File: src/rtl/rv32_pkg.sv
// Shared RV32I decode constants for the operand stage.
//   OPC_*      : major opcodes the stage distinguishes
//   *_LSB      : bit positions of the instruction fields
//   NOP_INSN   : canonical NOP (addi x0,x0,0)
package rv32_pkg;
  localparam logic [6:0]  OPC_OP     = 7'b0110011;
  localparam logic [6:0]  OPC_OP_IMM = 7'b0010011;

  localparam int RD_LSB  = 7;
  localparam int F3_LSB  = 12;
  localparam int RS1_LSB = 15;
  localparam int RS2_LSB = 20;
  localparam int F7_LSB  = 25;
  localparam int IMM_LSB = 20;

  localparam logic [31:0] NOP_INSN = 32'h0000_0013;

  typedef logic [4:0] reg_idx_t;
endpackage

File: src/rtl/operand_stage_if.sv
// Bus bundle for operand_stage: upstream instruction handshake, write-back
// port and the registered operand output toward the ALU.
//   slave  : the operand stage itself
//   master : whatever drives it (decode/write-back/ALU side, or a bench)
interface operand_stage_if #(parameter int XLEN = 32);
  logic            iVALID;
  logic            oREADY;
  logic [31:0]     iIR;
  logic            iWB_EN;
  logic [4:0]      iWB_RD;
  logic [XLEN-1:0] iWB_DATA;
  logic            oVALID;
  logic            iREADY;
  logic [31:0]     oIR;
  logic [XLEN-1:0] oALU_IN1;
  logic [XLEN-1:0] oALU_IN2;

  modport slave (
    input  iVALID, iIR, iWB_EN, iWB_RD, iWB_DATA, iREADY,
    output oREADY, oVALID, oIR, oALU_IN1, oALU_IN2
  );

  modport master (
    output iVALID, iIR, iWB_EN, iWB_RD, iWB_DATA, iREADY,
    input  oREADY, oVALID, oIR, oALU_IN1, oALU_IN2
  );
endinterface

File: src/rtl/regfile_2r1w.sv
// 32 x XLEN integer register file: two combinational read ports, one write
// port, x0 hardwired to zero, async active-low clear.
//   we/waddr/wdata     : write port (edge-triggered, x0 writes dropped)
//   raddr_a/rdata_a    : read port A (bypasses the in-flight write)
//   raddr_b/rdata_b    : read port B (bypasses the in-flight write)
module regfile_2r1w #(
  parameter int XLEN = 32
) (
  input  logic            clk,
  input  logic            rst_n,
  input  logic            we,
  input  logic [4:0]      waddr,
  input  logic [XLEN-1:0] wdata,
  input  logic [4:0]      raddr_a,
  input  logic [4:0]      raddr_b,
  output logic [XLEN-1:0] rdata_a,
  output logic [XLEN-1:0] rdata_b
);
  logic [XLEN-1:0] mem_q [32];
  logic            wr_ok;

  assign wr_ok = we && (waddr != 5'd0);

  always_ff @(posedge clk or negedge rst_n) begin
    if (!rst_n) begin
      for (int i = 0; i < 32; i++) mem_q[i] <= '0;
    end else if (wr_ok) begin
      mem_q[waddr] <= wdata;
    end
  end

  // Write-then-read in the same cycle: the reader sees the new value.
  always_comb begin
    rdata_a = '0;
    if (raddr_a != 5'd0) rdata_a = (wr_ok && waddr == raddr_a) ? wdata : mem_q[raddr_a];
  end

  always_comb begin
    rdata_b = '0;
    if (raddr_b != 5'd0) rdata_b = (wr_ok && waddr == raddr_b) ? wdata : mem_q[raddr_b];
  end
endmodule

File: src/rtl/operand_stage.sv
// Register-read / operand-select stage in front of the RV32I ALU.
// Reads rs1/rs2 (with write-back bypass), picks rs2 or the sign-extended
// I-immediate as operand 2, and holds {IR, IN1, IN2} in an output register
// behind a valid/ready handshake (no skid buffer, 1 instr/cycle).
//   iCLK, iRST_N : clock, async active-low reset
//   bus (slave)  : iVALID/oREADY/iIR upstream, iWB_* write-back,
//                  oVALID/iREADY/oIR/oALU_IN1/oALU_IN2 downstream
module operand_stage
  import rv32_pkg::*;
#(
  parameter int          XLEN   = 32,
  parameter logic [31:0] NOP_IR = NOP_INSN
) (
  input  logic           iCLK,
  input  logic           iRST_N,
  operand_stage_if.slave bus
);
  logic [XLEN-1:0] rs1_val, rs2_val, imm_sx, in2_sel;
  logic            accept, wb_hit, is_imm;

  logic            valid_q, valid_d;
  logic [31:0]     ir_q, ir_d;
  logic [XLEN-1:0] in1_q, in1_d, in2_q, in2_d;
  logic            s2r_q, s2r_d;   // operand 2 came from rs2 (refreshable)

  regfile_2r1w #(.XLEN(XLEN)) u_rf (
    .clk     (iCLK),
    .rst_n   (iRST_N),
    .we      (bus.iWB_EN),
    .waddr   (bus.iWB_RD),
    .wdata   (bus.iWB_DATA),
    .raddr_a (bus.iIR[RS1_LSB +: 5]),
    .raddr_b (bus.iIR[RS2_LSB +: 5]),
    .rdata_a (rs1_val),
    .rdata_b (rs2_val)
  );

  assign is_imm  = (bus.iIR[6:0] == OPC_OP_IMM);
  assign imm_sx  = {{(XLEN-12){bus.iIR[31]}}, bus.iIR[IMM_LSB +: 12]};
  assign in2_sel = is_imm ? imm_sx : rs2_val;

  assign bus.oREADY = !valid_q || bus.iREADY;
  assign accept     = bus.iVALID && bus.oREADY;
  assign wb_hit     = bus.iWB_EN && (bus.iWB_RD != 5'd0);

  always_comb begin
    valid_d = valid_q;
    ir_d    = ir_q;
    in1_d   = in1_q;
    in2_d   = in2_q;
    s2r_d   = s2r_q;
    if (accept) begin
      valid_d = 1'b1;
      ir_d    = bus.iIR;
      in1_d   = rs1_val;
      in2_d   = in2_sel;
      s2r_d   = !is_imm;
    end else if (valid_q && bus.iREADY) begin
      valid_d = 1'b0;
      ir_d    = NOP_IR;
    end else if (valid_q && wb_hit) begin
      // Stalled: keep held operands coherent with the register file so the
      // ALU never consumes a value that was overwritten while it waited.
      if (bus.iWB_RD == ir_q[RS1_LSB +: 5])          in1_d = bus.iWB_DATA;
      if (s2r_q && bus.iWB_RD == ir_q[RS2_LSB +: 5]) in2_d = bus.iWB_DATA;
    end
  end

  always_ff @(posedge iCLK or negedge iRST_N) begin
    if (!iRST_N) begin
      valid_q <= 1'b0;
      ir_q    <= NOP_IR;
      in1_q   <= '0;
      in2_q   <= '0;
      s2r_q   <= 1'b0;
    end else begin
      valid_q <= valid_d;
      ir_q    <= ir_d;
      in1_q   <= in1_d;
      in2_q   <= in2_d;
      s2r_q   <= s2r_d;
    end
  end

  assign bus.oVALID   = valid_q;
  assign bus.oIR      = ir_q;
  assign bus.oALU_IN1 = in1_q;
  assign bus.oALU_IN2 = in2_q;
endmodule

File: src/flat_wrapper.sv
// flat-port wrapper written by rule: the top's interface ports become plain ports
module operand_stage_flat import rv32_pkg::*;
#(
  parameter int          XLEN   = 32,
  parameter logic [31:0] NOP_IR = NOP_INSN
)
  (iCLK, iRST_N, bus_iVALID, bus_iIR, bus_iWB_EN, bus_iWB_RD, bus_iWB_DATA, bus_iREADY, bus_oREADY, bus_oVALID, bus_oIR, bus_oALU_IN1, bus_oALU_IN2);
  operand_stage_if #(.XLEN(XLEN)) bus_i ();
  input  logic iCLK;
  input  logic iRST_N;
  input wire logic [$bits(bus_i.iVALID)-1:0] bus_iVALID;
  input wire logic [$bits(bus_i.iIR)-1:0] bus_iIR;
  input wire logic [$bits(bus_i.iWB_EN)-1:0] bus_iWB_EN;
  input wire logic [$bits(bus_i.iWB_RD)-1:0] bus_iWB_RD;
  input wire logic [$bits(bus_i.iWB_DATA)-1:0] bus_iWB_DATA;
  input wire logic [$bits(bus_i.iREADY)-1:0] bus_iREADY;
  output wire logic [$bits(bus_i.oREADY)-1:0] bus_oREADY;
  output wire logic [$bits(bus_i.oVALID)-1:0] bus_oVALID;
  output wire logic [$bits(bus_i.oIR)-1:0] bus_oIR;
  output wire logic [$bits(bus_i.oALU_IN1)-1:0] bus_oALU_IN1;
  output wire logic [$bits(bus_i.oALU_IN2)-1:0] bus_oALU_IN2;
  assign bus_i.iVALID = bus_iVALID;
  assign bus_i.iIR = bus_iIR;
  assign bus_i.iWB_EN = bus_iWB_EN;
  assign bus_i.iWB_RD = bus_iWB_RD;
  assign bus_i.iWB_DATA = bus_iWB_DATA;
  assign bus_i.iREADY = bus_iREADY;
  assign bus_oREADY = bus_i.oREADY;
  assign bus_oVALID = bus_i.oVALID;
  assign bus_oIR = bus_i.oIR;
  assign bus_oALU_IN1 = bus_i.oALU_IN1;
  assign bus_oALU_IN2 = bus_i.oALU_IN2;
  operand_stage #(.XLEN(XLEN), .NOP_IR(NOP_IR)) u_core (.iCLK(iCLK), .iRST_N(iRST_N), .bus(bus_i));
endmodule
File: config.mk
export PLATFORM = sky130hd
export DESIGN_NAME = operand_stage_flat
export DESIGN_NICKNAME = d
export VERILOG_FILES = /design/src/rtl/rv32_pkg.sv /design/src/rtl/operand_stage_if.sv /design/src/rtl/regfile_2r1w.sv /design/src/rtl/operand_stage.sv /design/src/flat_wrapper.sv
export SDC_FILE = /design/constraint.sdc
export NUM_CORES = 2
export LEC_CHECK = 0
export BUFFER_PORTS_ARGS = -buffer_cell sky130_fd_sc_hd__buf_2
export CELL_PAD_IN_SITES_DETAIL_PLACEMENT = 1
export CELL_PAD_IN_SITES_GLOBAL_PLACEMENT = 2
export CORE_ASPECT_RATIO = 0.9
export CORE_UTILIZATION = 40
export CTS_CLUSTER_SIZE = 14
export DETAILED_ROUTE_END_ITERATION = 6
export GPL_TIMING_DRIVEN = 0
export PLACE_DENSITY_LB_ADDON = 0.08
export SLEW_MARGIN = 20
export SYNTH_ARGS = -nofsm -noshare
export SYNTH_HDL_FRONTEND = slang
export SYNTH_SLANG_ARGS = --single-unit
File: constraint.sdc
create_clock -name iCLK -period 2.2 [get_ports iCLK]
set_input_delay 0.44 -clock iCLK [delete_from_list [all_inputs] [get_ports iCLK]]
set_output_delay 0.44 -clock iCLK [all_outputs]
set_load 0.03 [all_outputs]
=== Yosys cells after proc, flatten, opt, wreduce, memory -nomap -nowiden ===
Cells that the tools add are included.

* Register bits after elaboration: 1,122
* Bits of input ports: 74
* Output and inout bits: 98
* Word-level logic and storage cells: 96

* Magnitude comparators: 4
* Equality and inequality tests: 6
* Mux-type cells: 26
* Bitwise operators: 3
* Reductions and logical operators: 20

{| class="wikitable"
|+ Operators with widths
! operator !! count
|-
| $bwmux 1024 || 1
|-
| $mux 32 || 20
|-
| $bmux 32 s5 || 2
|-
| $demux 32 s5 || 1
|-
| $eq 5x5->1 || 4
|-
| $ge 6x6->1 const B || 3
|-
| $not 5->6 || 3
|-
| $reduce_bool 5->1 || 3
|-
| $logic_and 1x1->1 || 8
|-
| $reduce_bool 2->1 || 4
|-
| $eq 7x5->1 const B || 1
|-
| $lt 6x1->1 const B || 1
|-
| $reduce_and 3->1 || 2
|-
| $logic_not 1->1 || 2
|-
| $mux 1 || 2
|-
| $ne 2x1->1 const B || 1
|-
| $logic_or 1x1->1 || 1
|}

=== Logic depth before layout (Yosys ltp) ===
* Depth in word-level cells: 8
* Gate-level depth with buffers: 10
* Mapped depth without buffers: 6

=== Hierarchy ===
Synthesis repeated with hierarchy kept, for this count alone.

* Cells, all modules: 4,223
* Area total of the unflattened synthesis: 60,036.3 sq um

{| class="wikitable"
|+ Modules (own cells, without submodules)
! module !! times used !! cells each !! area an instance (sq um) !! seq. area each (sq um)
|-
| regfile_2r1w || 1 || 3,787 || 54,890.1 || 25,624.6
|-
| operand_stage || 1 || 436 || 5,146.2 || 2,456.1
|}

=== Worst setup path after synthesis ===
No wires, ideal clock.

* Path type: reg-to-reg
* Start: register u_core.valid_q, in the netlist u_core.bus.oVALID
* End: register u_core.in1_q[10], in the netlist u_core.bus.oALU_IN1[10]
* Setup time: 126 ps
* Arrival: 2,253 ps
* Data required time: 2,074 ps
* Path slack: -179 ps
* Stages on the path, launching flop included: 8
* Path buffers: 2
* Clock period less this slack: 2,379 ps
* Path through: dfrtp_1 nand2b_1 and2_1 buf_2 a41oi_1 nor2_1 clkbuf_1 a221o_1

* Longest elaborated chain between the ends: 5
* Elaborated cells between the ends (all ways): 10
* Those cells by class: 1 x eq/ne; 1 x mux; 8 x reduce/logical

{| class="wikitable"
|+ RTL lines
! item !! line !! text
|-
| start: declaration || operand_stage.sv:21 || <nowiki>logic valid_q, valid_d;</nowiki>
|-
| start signal: assignment || operand_stage.sv:77 || <nowiki>valid_q <= valid_d;</nowiki>
|-
| $logic_not 1->1 * || operand_stage.sv:42 || <nowiki>assign bus.oREADY = !valid_q || bus.iREADY;</nowiki>
|-
| $logic_or 1x1->1 * || operand_stage.sv:42 ||
|-
| named net bus_oREADY || flat_wrapper.sv:17 || <nowiki>output wire logic [$bits(bus_i.oREADY)-1:0] bus_oREADY;</nowiki>
|-
| $logic_and 1x1->1 * || operand_stage.sv:43 || <nowiki>assign accept = bus.iVALID && bus.oREADY;</nowiki>
|-
| $ne 2x1->1 (no source line) / $reduce_bool 2->1 (equally long branches) || n/a ||
|-
| $reduce_and 3->1 (no source line) || n/a ||
|-
| end signal: assignment || operand_stage.sv:79 || <nowiki>in1_q <= in1_d;</nowiki>
|-
| end: declaration || operand_stage.sv:23 || <nowiki>logic [XLEN-1:0] in1_q, in1_d, in2_q, in2_d;</nowiki>
|}

Mark *: on every way through the listed nets, which the timed path passes. The rest lies on a longest branch.
A chain may end at the register's enable or synchronous reset.

=== Worst setup path after layout ===
* Start: input bus_iIR[20]
* End: register u_core.in2_q[28], in the netlist u_core.bus.oALU_IN2[28]

* Longest elaborated chain between the ends: 8
* Elaborated cells between the ends (all ways): 11
* Those cells by class: 1 x eq/ne; 7 x mux; 1 x bitwise; 2 x reduce/logical

{| class="wikitable"
|+ RTL lines
! item !! line !! text
|-
| start: declaration || flat_wrapper.sv:12 || <nowiki>input wire logic [$bits(bus_i.iIR)-1:0] bus_iIR;</nowiki>
|-
| $not 5->6 (not written as such) || regfile_2r1w.sv:40 || <nowiki>if (raddr_b != 5'd0) rdata_b = (wr_ok && waddr == raddr_b) ? wdata : mem_q[raddr_b];</nowiki>
|-
| $bmux 32 s5 || regfile_2r1w.sv:40 ||
|-
| $mux 32 (not written as such) (2 in series) || regfile_2r1w.sv:40 ||
|-
| $mux 32 || regfile_2r1w.sv:40 ||
|-
| $mux 32 * || regfile_2r1w.sv:40 ||
|-
| $mux 32 * || operand_stage.sv:40 || <nowiki>assign in2_sel = is_imm ? imm_sx : rs2_val;</nowiki>
|-
| $mux 32 * || operand_stage.sv:52 || <nowiki>if (accept) begin</nowiki>
|-
| end signal: assignment || operand_stage.sv:80 || <nowiki>in2_q <= in2_d;</nowiki>
|-
| end: declaration || operand_stage.sv:23 ||
|}

Every way passes the cells marked *; elsewhere a longest branch is shown, timed or not. The select of a mux whose other input is x is not followed.

==> metrics.yaml <==
timing:
  hold_slack_ns: -0.301
  setup_ws_ns: -0.116
  setup_tns_ns: -4.10
  worst_pin_slew_ns: 1.08
  max_slew_margin_pct: 28.2
  slew_viol_final: 0
  min_period_ns: 2.32
  rsz0062_at_grt: "yes"
  hold_viol_final: 93
  finalCritPeriodShare_pct: 105
  max_freq_mhz: 432
  setup_viol: 100
  worst_clock_skew_ns: 0.0182
routing:
  ant_nets: 0
  met1_length_um: 110000
  drt_iter0_markers: 3973
  vias: 40500
  first_pass_iters: 7
  wl_met3_um: 22700
  drcViolationCount: 0
  met2_length_um: 101000
  wl_per_cell_um: 36.6
  top_layer_used: "met4"
  routed_wl_um: 239000
  routed_via_density: 6.19
cells_and_area:
  fin_cells: 6532
  area_delta_synth_final_pct: 18.1
  drive_gt1_share_pct: 50.0
  finish.instance_area_sq_um: 69300
  fillers: 14400
  nNetsFinal: 4548
  fin_util_pct: 47.9
  final_cell_mix: "1115 x dfrtp_1, 1067 x mux2_2, 386 x mux4_2"
  final_common_cell: "dfrtp_1"
outcome:
  violations: "negative hold slack, negative setup slack"
  status: "finished, violations left"
placement:
  placedInstanceArea_sq_um: 62500
  gp_congestion: 0.918
  dpl.hpwl_um: 173000
  portBuffers: 165
  placed_cells: 6231
logic_synthesis:
  synth_compound_area_share_pct: 5.36
  synthesis.instances: 4111
  yosysTopAreaCell: "dfrtp_1"
  synth-xor-area-share_pct: 0.299
  async_flop_share_pct: 100
  synth-seq-area-share_pct: 47.9
  yosysWarningCount: 0
  ys_types: 46
  synth_top_family_by_area: "multiplexers"
  synthMuxAreaShare_pct: 40.9
  ys_seq_elements: 1122
  netlist_top_cells_area: "dfrtp_1 48%, mux2_2 20%, mux4_2 15%, mux2i_1 5.6%, a22oi_1 1.6%"
  synth_nets: 4185
  synthFlopType: "dfrtp_1"
  synthSimpleGateAreaFrac_pct: 2.05
  synth-edff-count: 0
  avgSynthCellArea_sq_um: 14.3
  yosysTopAreaCellShare_pct: 47.7
  synthAdderAreaFrac_pct: 0
  synth_area_sq_um: 58600
setup_path:
  crit_type: "input pin to flip-flop"
  crit_fanout: 10
  setup.worst_path.end_class: "flip-flop"
  startpoint_type: "input pin"
  reg2reg_slack_ns: -0.07
  rr_startpoint: "u_core.bus.oVALID$_DFFE_PN0P_"
  arrival_ns: 2.96
  reg2reg_to: "u_core.bus.oALU_IN2[28]$_DFFE_PN0P_"
  critPathRequiredTime_ns: 2.84
  r2r_cells: 10
global_routing:
  antenna_found_initial: 7
  first_global_vias: 41800
  grt_pass1_wl_um: 335000
  grt_overflow: 0
  grt_max_degree: 127
  grtUsageTotal_pct: 32.6
pwr:
  pwr_density_cell_nw_per_um2: 956
  ir_worst_vdd_uv: 788
  p_total_mw: 66.2
  p_leak_nw: 30.4
floorplanning:
  ioPinCount: 172
  die_y_um: 365
  start_util_pct: 40.5
  die_w_um: 406
  rows: 132
  die_area_sq_um: 148000
  coreArea_sq_um: 145000
run:
  drv_cap: 0
clock_tree:
  postCtsHoldBufs: 27
  cts_buffers: 136
  cts_num_sinks: 1122
  clk_latency_ns: 0.78
  htree_levels: 4
  path_clk_slew_ns: 0.06
  root_buffer: "clkbuf_16"
  clockBufferDepth: 3
  tritoncts: "built"
min_path:
  min_path_type: "input pin to async pin"
## power breakdown
group          internal [mW]  switching [mW]
logic                   7.43            7.34
clock network           14.1            9.60
registers               24.5            3.22
## timing repair
item | CTS | global route
pin swaps | 15 | 16
setup buffers | 18 | 7
cloned | 1 | 1
setup endpoints to repair | 419 | 523
gates resized for setup | 322 | 136
hold endpoints to repair | 95 | 93
## state kept, by name (all words and copies together), names as in the netlist
register and cells:
u_core.u_rf.mem_q 1024, u_core.bus.oALU_IN1 32, u_core.bus.oVALID 1, u_core.s2r_q 1
u_core.bus.oALU_IN2 32, u_core.bus.oIR 32
## per-stage QoR
step | setup slack (ns) | hold WS [ns]
floorplan | -0.0493 | 0.144
global placement | -27.60 | 0.459
global route | -0.0713 | -0.285
finish | -0.116 | -0.301
detailed placement | -2.57 | 0.363
CTS | -0.0386 | -0.305
## layout make-up
class	count	area (sq um)	area share, %
Antenna cell	4	10.0	0.0144
Inverter	4	15.0	0.0217
Clock inverter	40	457	0.659
Clock buffer	209	4200	6.06
Buffer	452	2890	4.17
Sequential cell	1122	28100	40.5
Timing Repair Buffer	231	1770	2.55
Tap cell	1943	2430	3.51
Multi-Input combinational cell	2527	29400	42.5
## logic make-up (layout without fill, tap and decap cells)
kind of cell	after synthesis	after routing
buffers and inverters	462	936
xor gates and xnor gates	20	20
other	0	4
AOI/OAI and AO/OA	463	463
and+or+nand+nor	264	264
muxes	1780	1780
DFF	1122	1122
## critical path, stage by stage
cell	delay, ns
buf_4	0.22
buf_6	0.23
nor2b_1	0.15
buf_4	0.30
clkbuf_4	0.33
a22oi_1	0.12
a21oi_1	0.36
nor4_2	0.12
a221oi_4	0.54
nor2_1	0.10
## metal layers
layer  global-route usage [%]  vias up
met3                     10.2      304
met4                     8.20        0
met5                        0        -
met2                     45.6     1538
li1                         -    16400
met1                     48.5    22200
## how the worst max path moves through the flow
stage,start,endpoint,slack (ns),cells past startpoint
floorplan,bus_iIR[20],u_core.bus.oALU_IN2[11]$_DFFE_PN0P_,-0.05,8
global placement,iRST_N,u_core.bus.oVALID$_DFFE_PN0P_,-27.60,1
detailed placement,bus_iIR[20],u_core.bus.oALU_IN2[28]$_DFFE_PN0P_,-2.57,10
CTS,u_core.bus.oVALID$_DFFE_PN0P_,u_core.bus.oALU_IN2[29]$_DFFE_PN0P_,-0.04,10
global route,bus_iWB_RD[0],u_core.u_rf.mem_q[348]$_DFFE_PN0P_,-0.07,7
finish,bus_iIR[20],u_core.bus.oALU_IN2[28]$_DFFE_PN0P_,-0.12,10
## cell usage after synthesis (4+ instances only)
library cell  count
a221oi_1         21
xnor2_1          11
o21ai_0          22
or2_2             6
xor2_1            9
o22ai_1          82
nand3b_1          4
buf_2           117
mux2_2         1067
nor2_1          134
dfrtp_1        1119
a21oi_1         132
nand2_1          41
nand3_1          21
o21ai_1           4
inv_1             4
a22oi_1         126
a221o_1          33
a22o_1           34
buf_1            72
mux4_2          386
buf_6            14
nand2b_1          5
clkbuf_1        235
nor4_1           30
nor2b_1           4
or3_1             4
mux2i_1         327
buf_4            20
(Power assumes the default switching activity.)
